File: config.mk
export PLATFORM = sky130hd
export DESIGN_NAME = stopwatch_bcd
export DESIGN_NICKNAME = d
export VERILOG_FILES = /design/src/rtl/stopwatch_pkg.sv /design/src/rtl/rise_tick.sv /design/src/rtl/stopwatch_bcd.sv
export SDC_FILE = /design/constraint.sdc
export NUM_CORES = 1
export LEC_CHECK = 0
export CAP_MARGIN = 25
export CORE_MARGIN = 1.5
export CORE_UTILIZATION = 48
export DETAILED_ROUTE_END_ITERATION = 16
export PLACE_DENSITY = 0.85
export RECOVER_POWER = 100
export SLEW_MARGIN = 30
export SYNTH_ARGS = -nofsm -noshare
export SYNTH_HDL_FRONTEND = slang
export SYNTH_SLANG_ARGS = --single-unit
File: constraint.sdc
create_clock -name clk -period 1.7 [get_ports clk]
set_clock_uncertainty 0.05 [all_clocks]
set_input_delay 0.34 -clock clk [delete_from_list [all_inputs] [get_ports clk]]
set_output_delay 0.34 -clock clk [all_outputs]
set_load 0.02 [all_outputs]
File: src/rtl/stopwatch_pkg.sv
// stopwatch_pkg: shared FSM state, BCD digit type, digit limits and a digit increment helper.
package stopwatch_pkg;

    typedef enum logic [1:0] {IDLE, RUN, PAUSE} state_t;

    typedef logic [3:0] bcd_t;

    localparam bcd_t DIG_MAX9 = 4'd9;
    localparam bcd_t DIG_MAX5 = 4'd5;

    function automatic bcd_t bcd_inc(input bcd_t d, input bcd_t lim);
        return (d == lim) ? 4'd0 : d + 4'd1;
    endfunction

endpackage

File: src/rtl/rise_tick.sv
// rise_tick: registered rising-edge detector turning the sampled divided clock into one-cycle ticks.
//   clk, rst : system clock, asynchronous active-high reset
//   sig_i    : level input, already synchronous to clk
//   tick_o   : one-cycle pulse, registered, one per rising edge of sig_i
module rise_tick (
    input  logic clk,
    input  logic rst,
    input  logic sig_i,
    output logic tick_o
);

    logic prev_q;
    logic primed_q;
    logic tick_q;

    // The first sample after reset only loads prev_q, so an input that is
    // already high when reset releases is not mistaken for a rising edge.
    always_ff @(posedge clk or posedge rst) begin
        if (rst) begin
            prev_q   <= 1'b0;
            primed_q <= 1'b0;
            tick_q   <= 1'b0;
        end else begin
            prev_q   <= sig_i;
            primed_q <= 1'b1;
            tick_q   <= primed_q & sig_i & ~prev_q;
        end
    end

    assign tick_o = tick_q;

endmodule

File: src/rtl/stopwatch_bcd.sv
// stopwatch_bcd: mm:ss BCD stopwatch driven by a 100 Hz divided clock, with start/stop/clear control.
//   TICKS_PER_SEC : div_clk rising edges per counted second (>= 2)
//   clk, rst      : system clock, asynchronous active-high reset
//   div_clk       : divided clock sampled as data
//   start/stop/clear : level commands, priority clear > stop > start
//   sec_ones, sec_tens, min_ones, min_tens : BCD count
//   running       : high in RUN;  wrap : one-cycle pulse on 59:59 -> 00:00
//   Optional STOPWATCH_LAP_EN adds lap input plus lap_* digits and lap_valid.
module stopwatch_bcd
    import stopwatch_pkg::*;
#(
    parameter int TICKS_PER_SEC = 100
) (
    input  logic       clk,
    input  logic       rst,
    input  logic       div_clk,
    input  logic       start,
    input  logic       stop,
    input  logic       clear,
    output logic [3:0] sec_ones,
    output logic [3:0] sec_tens,
    output logic [3:0] min_ones,
    output logic [3:0] min_tens,
    output logic       running,
    output logic       wrap
`ifdef STOPWATCH_LAP_EN
    ,
    input  logic       lap,
    output logic [3:0] lap_sec_ones,
    output logic [3:0] lap_sec_tens,
    output logic [3:0] lap_min_ones,
    output logic [3:0] lap_min_tens,
    output logic       lap_valid
`endif
);

    localparam int PW = $clog2(TICKS_PER_SEC);
    localparam logic [PW-1:0] PMAX = PW'(TICKS_PER_SEC - 1);

    state_t        state_q, state_d;
    logic [PW-1:0] presc_q, presc_d;
    bcd_t          so_q, so_d, st_q, st_d, mo_q, mo_d, mt_q, mt_d;
    logic          wrap_q, wrap_d;
    logic          tick, advance, sec_tick, c1, c2, c3;

    rise_tick u_rise (
        .clk    (clk),
        .rst    (rst),
        .sig_i  (div_clk),
        .tick_o (tick)
    );

    always_ff @(posedge clk or posedge rst) begin
        if (rst) state_q <= IDLE;
        else     state_q <= state_d;
    end

    // stop dominates start: in IDLE it is a no-op, anywhere else it parks in PAUSE.
    always_comb begin
        state_d = clear ? IDLE
                : stop  ? ((state_q == IDLE) ? IDLE : PAUSE)
                : start ? RUN
                : state_q;
    end

    // A tick only counts when the machine is in RUN and stays there this cycle.
    always_comb begin
        running = (state_q == RUN);
        advance = tick && (state_q == RUN) && !clear && !stop;
    end

    always_comb begin
        sec_tick = advance && (presc_q == PMAX);
        c1       = sec_tick && (so_q == DIG_MAX9);
        c2       = c1 && (st_q == DIG_MAX5);
        c3       = c2 && (mo_q == DIG_MAX9);
        wrap_d   = c3 && (mt_q == DIG_MAX5);
        presc_d  = clear ? '0 : advance ? (sec_tick ? '0 : presc_q + 1'b1) : presc_q;
        so_d     = clear ? 4'd0 : sec_tick ? bcd_inc(so_q, DIG_MAX9) : so_q;
        st_d     = clear ? 4'd0 : c1 ? bcd_inc(st_q, DIG_MAX5) : st_q;
        mo_d     = clear ? 4'd0 : c2 ? bcd_inc(mo_q, DIG_MAX9) : mo_q;
        mt_d     = clear ? 4'd0 : c3 ? bcd_inc(mt_q, DIG_MAX5) : mt_q;
    end

    always_ff @(posedge clk or posedge rst) begin
        if (rst) begin
            presc_q <= '0;
            so_q    <= 4'd0;
            st_q    <= 4'd0;
            mo_q    <= 4'd0;
            mt_q    <= 4'd0;
            wrap_q  <= 1'b0;
        end else begin
            presc_q <= presc_d;
            so_q    <= so_d;
            st_q    <= st_d;
            mo_q    <= mo_d;
            mt_q    <= mt_d;
            wrap_q  <= wrap_d;
        end
    end

    assign sec_ones = so_q;
    assign sec_tens = st_q;
    assign min_ones = mo_q;
    assign min_tens = mt_q;
    assign wrap     = wrap_q;

`ifdef STOPWATCH_LAP_EN
    logic [15:0] lap_q, lap_d;
    logic        lapv_q, lapv_d;

    // Captures the digits as displayed before this edge's update.
    always_comb begin
        lap_d  = clear ? 16'd0 : (lap && state_q == RUN) ? {mt_q, mo_q, st_q, so_q} : lap_q;
        lapv_d = clear ? 1'b0  : (lap && state_q == RUN) ? 1'b1 : lapv_q;
    end

    always_ff @(posedge clk or posedge rst) begin
        if (rst) begin
            lap_q  <= 16'd0;
            lapv_q <= 1'b0;
        end else begin
            lap_q  <= lap_d;
            lapv_q <= lapv_d;
        end
    end

    assign {lap_min_tens, lap_min_ones, lap_sec_tens, lap_sec_ones} = lap_q;
    assign lap_valid = lapv_q;
`endif

endmodule

* Yosys cells after proc, flatten, opt, wreduce, memory -nomap -nowiden
Cells that the tools add are included.
** Storage, ports and cells
- Register bits after elaboration :: 29
- Bits in latches :: 0
- RAM bits :: 0
- Bits in read-only memories :: 0
- Word-level logic and storage cells :: 60
- Memories kept :: 0
** Operators by class
- $add $sub $neg :: 5
- Multipliers :: 0
- Divide/modulo/power cells :: 0
- Order comparisons :: 0
- Equality and inequality tests :: 6
- Shifts and indexed selects :: 0
- Muxes and demuxes :: 19
- Bitwise gates (word level) :: 3
- Reductions and logical operators :: 17
** Operators with widths (number)
- 4-bit 2-to-1 mux :: 12
- 7-bit 2-to-1 mux :: 3
- 4-bit by 1-bit adder with 4-bit output, second input constant :: 4
- 2-bit nonzero test :: 5
- 4-bit by 3-bit equality test with 1-bit output, second input constant :: 2
- 4-bit equality test, second input constant :: 2
- 1-bit logical AND :: 8
- 2-bit 2-to-1 mux :: 4
- 7-bit by 1-bit adder with 7-bit output, second input constant :: 1
- 7-bit equality test, second input constant :: 1
- 3-bit nonzero test :: 1
- 1-bit AND :: 2
- 2-bit by 1-bit equality test with 1-bit output, second input constant :: 1
- 1-bit logical NOT :: 2
- 2-bit logical NOT :: 1
- 1-bit inverter :: 1

* Longest topological paths before layout
- Depth after elaboration :: 10
- Mapped depth :: 8
- Gate-level depth less buffers :: 6

* Cells and area by module
Synthesis repeated with hierarchy kept, for this count alone.
** Unflattened totals
- Cells, all modules :: 158
- Area, all modules :: 1535.2 um^2
** Modules (own cells, without submodules)
- stopwatch_bcd :: times used 1, cells an instance 152, area an instance 1443.9 um^2, seq. area each 650.6 um^2
- rise_tick :: times used 1, cells an instance 6, area an instance 91.3 um^2, seq. area each 75.1 um^2

* Least setup slack after synthesis
No wires, ideal clock.
- Path type :: reg2reg
- Start :: register st_q[0], in the netlist sec_tens[0]
- End :: register mt_q[3], in the netlist min_tens[3]
- Library setup time :: 0.078 ns
- Arrival :: 1.839 ns
- Data required time :: 1.572 ns
- Path slack :: -0.267 ns
- Cell stages (with the launch flop) :: 7
- Clock period less this slack :: 1.967 ns
- Cell sequence :: dfrtp_1 ha_1 and3b_1 clkbuf_1 nand3_1 or4_1 a21oi_1
** Between the ends
- Cells in the longest elaborated chain, start to end :: 4
** RTL lines
- from (decl) :: line stopwatch_bcd.sv:42 : bcd_t so_q, so_d, st_q, st_d, mo_q, mo_d, mt_q, mt_d;
- from (signal assigned) :: line stopwatch_bcd.sv:96 : st_q <= st_d;
- 4-bit by 3-bit equality test with 1-bit output :: line stopwatch_bcd.sv:75 : c2 = c1 && (st_q == DIG_MAX5);
- 1-bit logical AND :: line stopwatch_bcd.sv:75
- 1-bit logical AND :: line stopwatch_bcd.sv:76 : c3 = c2 && (mo_q == DIG_MAX9);
- 2-bit nonzero test (no line)
- to (signal assigned) :: line stopwatch_bcd.sv:98 : mt_q <= mt_d;
- to (decl) :: line stopwatch_bcd.sv:42
No other way between the ends.
A chain may end at the register's enable or synchronous reset.

* Final worst setup path
- Start :: register so_q[1], in the netlist sec_ones[1]
- End :: register st_q[3], in the netlist sec_tens[3]
** Between the ends
- Cells in the longest elaborated chain, start to end :: 3
** RTL lines
- from (decl) :: line stopwatch_bcd.sv:42
- from (signal assigned) :: line stopwatch_bcd.sv:88 : so_q <= 4'd0;
- from (signal assigned) :: line stopwatch_bcd.sv:95 : so_q <= so_d;
- 4-bit equality test :: line stopwatch_bcd.sv:74 : c1 = sec_tick && (so_q == DIG_MAX9);
- 1-bit logical AND :: line stopwatch_bcd.sv:74
- 2-bit nonzero test (no line)
No other way between the ends.

==> results.toml <==
[clock_network]
ctsHoldBuffers = 0
cts_made_buffers = 5
cts_buffer_depth = 2
root_buffer = "clkbuf_4"
clk_pin_slew_ns = 0.11
clock_sinks = 29
htreeDepth = 2
clk_latency_ns = 0.34
cts_tree = "done"

[drt]
wl_per_cell_um = 16.4
routed_wl_um = 4380
dr.first_iter.drc_count = 84
routed-via-count = 1529
drc = 0
drtPass1Iterations = 4
ant_nets = 0
vias_per_cell = 5.73

[worst_setup_path]
crit_type = "register to register"
critPathRequiredTime_ns = 1.93
r2r_cells = 6
r2r_slack_ns = -0.15
regToRegStartpoint = "sec_ones[1]"
endpoint_kind = "register"
crit_path_start_kind = "register"
cp.arrival_ns = 2.08
r2r-end = "sec_tens[3]"
crit_path_max_fanout = 7

[global_routing]
gr-usage-all-layers_pct = 26.7
met2_usage_pct = 44.9
grtUsageMet1_pct = 31.7
grt_pass1_wl_um = 6940
grt_util_met3_pct = 6.93
grt_overflow = 0
grt_pass1_vias = 1540
grt_max_degree = 30
global_route.peak_usage_layer = "met2"
antenna_found_initial = 0

[min_path]
hold_end = "u_rise.tick_o"
holdPathStages = 1
min_from = "u_rise.prev_q"
hold_path.class = "register to register"

[floorplan]
die_w_um = 60.1
core_region_area_mm2 = 0.00308
die_h_um = 60.1
ios = 24
die_area_mm2 = 0.00361
start_util_pct = 50.8
rows = 20

[final_layout]
antenna_cells = 0
num-nets-final = 235
area_delta_synth_final_pct = 49.3
stdcell_area_mm2 = 0.00233
layout_common_cells = "35 x buf_4, 25 x dfrtp_1, 17 x dlygate4sd2_1"
layout-drive-gt1-share_pct = 39.5
layout_commonest_cell = "buf_4"

[sta]
fmax_mhz = 540
rsz0062_at_grt = "yes"
finalCriticalPeriod_ns = 1.85
hold_viol = 0
worst_slew_pin_slew_ns = 0.701
report.final.slew_viol_count = 0
slew_headroom_pct = 53.3
fin_ws_ns = -0.151
fin_setup_tns_ns = -1.39
setup_violations = 19
fin_crit_sh_pct = 109

[run_status]
outcome = "finished with violations"
violations = "setup timing"

[synthesis]
synth_edf_count = 0
syn_area_mm2 = 0.00156
synth-seq-cells = 29
synth-seq-area-share_pct = 46.4
synth_cells = 158
synthDistinctLibCells = 42
yosysTopAreaCellShare_pct = 46.4
ys.flop_type = "dfrtp_1"
syn_area_per_cell_um2 = 9.89
synth_nets = 171
netlist_top_cells_area = "dfrtp_1 46%, ha_1 5.6%, a21oi_1 4.5%"
yosys.area.top_type = "dfrtp_1"
ys.warnings.count = 0
async_reset_ff_share_pct = 100

[pwr]
leakagePower_nw = 1.12
vdd_drop_max_mv = 0.453
power_density_mw_per_mm2 = 589

[run]
max_cap_viol_count = 0

[place]
io_buffers = 23
dp_hpwl_um = 2670
gp_congestion = 0.846
post_dp_cell_area_mm2 = 0.00207
==> critical path: stages, from the launching register on <==
cell and delay, ns:
dfrtp_2 0.42, inv_2 0.07, ha_4 0.13, and3b_2 0.27, nand4_4 0.16, or4_4 0.55
a21oi_2 0.13
==> Yosys cell counts, drive strengths merged, types with 3 or more instances <==
| library cell | instances |
|---|---|
| or4 | 7 |
| a21oi | 14 |
| inv | 7 |
| ha | 7 |
| a31oi | 3 |
| nand3b | 3 |
| nand3 | 5 |
| buf | 3 |
| nand2 | 9 |
| dfrtp | 29 |
| clkbuf | 6 |
| nor2 | 10 |
| o31ai | 4 |
| and3b | 4 |
| o21ai | 13 |
| nor2b | 4 |
| xor2 | 4 |
==> flip-flops by register name, summed over array words and instances (netlist names) <==
name	count
sec_ones	4
u_rise.tick_o	1
u_rise.prev_q	1
sec_tens	4
state_q	2
min_ones	4
wrap	1
u_rise.primed_q	1
min_tens	4
presc_q	7
==> final cells by class <==
type	count	area, um2
fillers	216	744
flip-flops and latches	29	731
clock inverters	2	35.0
inverters	7	26.3
repair buffers	65	542
multi-input cells	114	903
well taps	44	55.1
clock buffers	6	41.3
==> worst max path at each step <==
stage,end,slack [ns],start
floorplan,min_tens[2],-0.05,sec_tens[1]
global placement,min_tens[2],-0.50,stop
detailed placement,min_tens[0],-0.55,stop
CTS,min_ones[0],-0.16,sec_ones[1]
global route,min_tens[3],-0.22,state_q[1]
finish,sec_tens[3],-0.15,sec_ones[1]
==> power breakdown <==
part | switching [mW] | leakage (nW) | internal [mW]
logic | 0.0577 | 0.682 | 0.0522
registers | 0.00547 | 0.392 | 0.698
clock network | 0.253 | 0.0422 | 0.308
total | 0.316 | 1.12 | 1.06
==> layer usage <==
layer  wire length, um  vias up
met5                 0        -
met4                98        0
met3               230       10
met2              2340       71
met1              1710      748
li1                  -      700
==> timing repair <==
action,in CTS,in global routing
endpoints found under the setup margin,39,25
pin swaps,8,13
gates cloned,1,0
resized for setup,33,22
buffers inserted,8,3
==> through the flow <==
| step | setup WS [ns] | power (mW) | hold slack [ns] | std cells | utilization, % |
|---|---|---|---|---|---|
| 4_1_cts | -0.157 | 1.38 | 0.321 | 264 | 73.1 |
| 5_1_grt | -0.223 | 1.42 | 0.369 | 267 | 75.8 |
| 3_3_place_gp | -0.504 | 0.809 | 0.337 | 247 | 67.4 |
| 6_report | -0.151 | 1.37 | 0.356 | 267 | 75.8 |
| 2_1_floorplan | -0.0534 | 0.768 | 0.321 | 158 | - |
| 3_5_place_dp | -0.554 | 0.814 | 0.349 | 247 | 67.4 |
==> cells by family (layout without fill, tap and decap cells) <==
group	count (synthesis)	after routing	share of synthesized area, %
simple gates	59	60	24.9
buf+inv	16	80	4.64
fa+ha+maj	7	7	5.60
xor+xnor	6	6	3.36
flops	29	29	46.4
compound gates	40	40	14.8
other cells	1	1	0.240
Power figures use the tool's default switching activity.
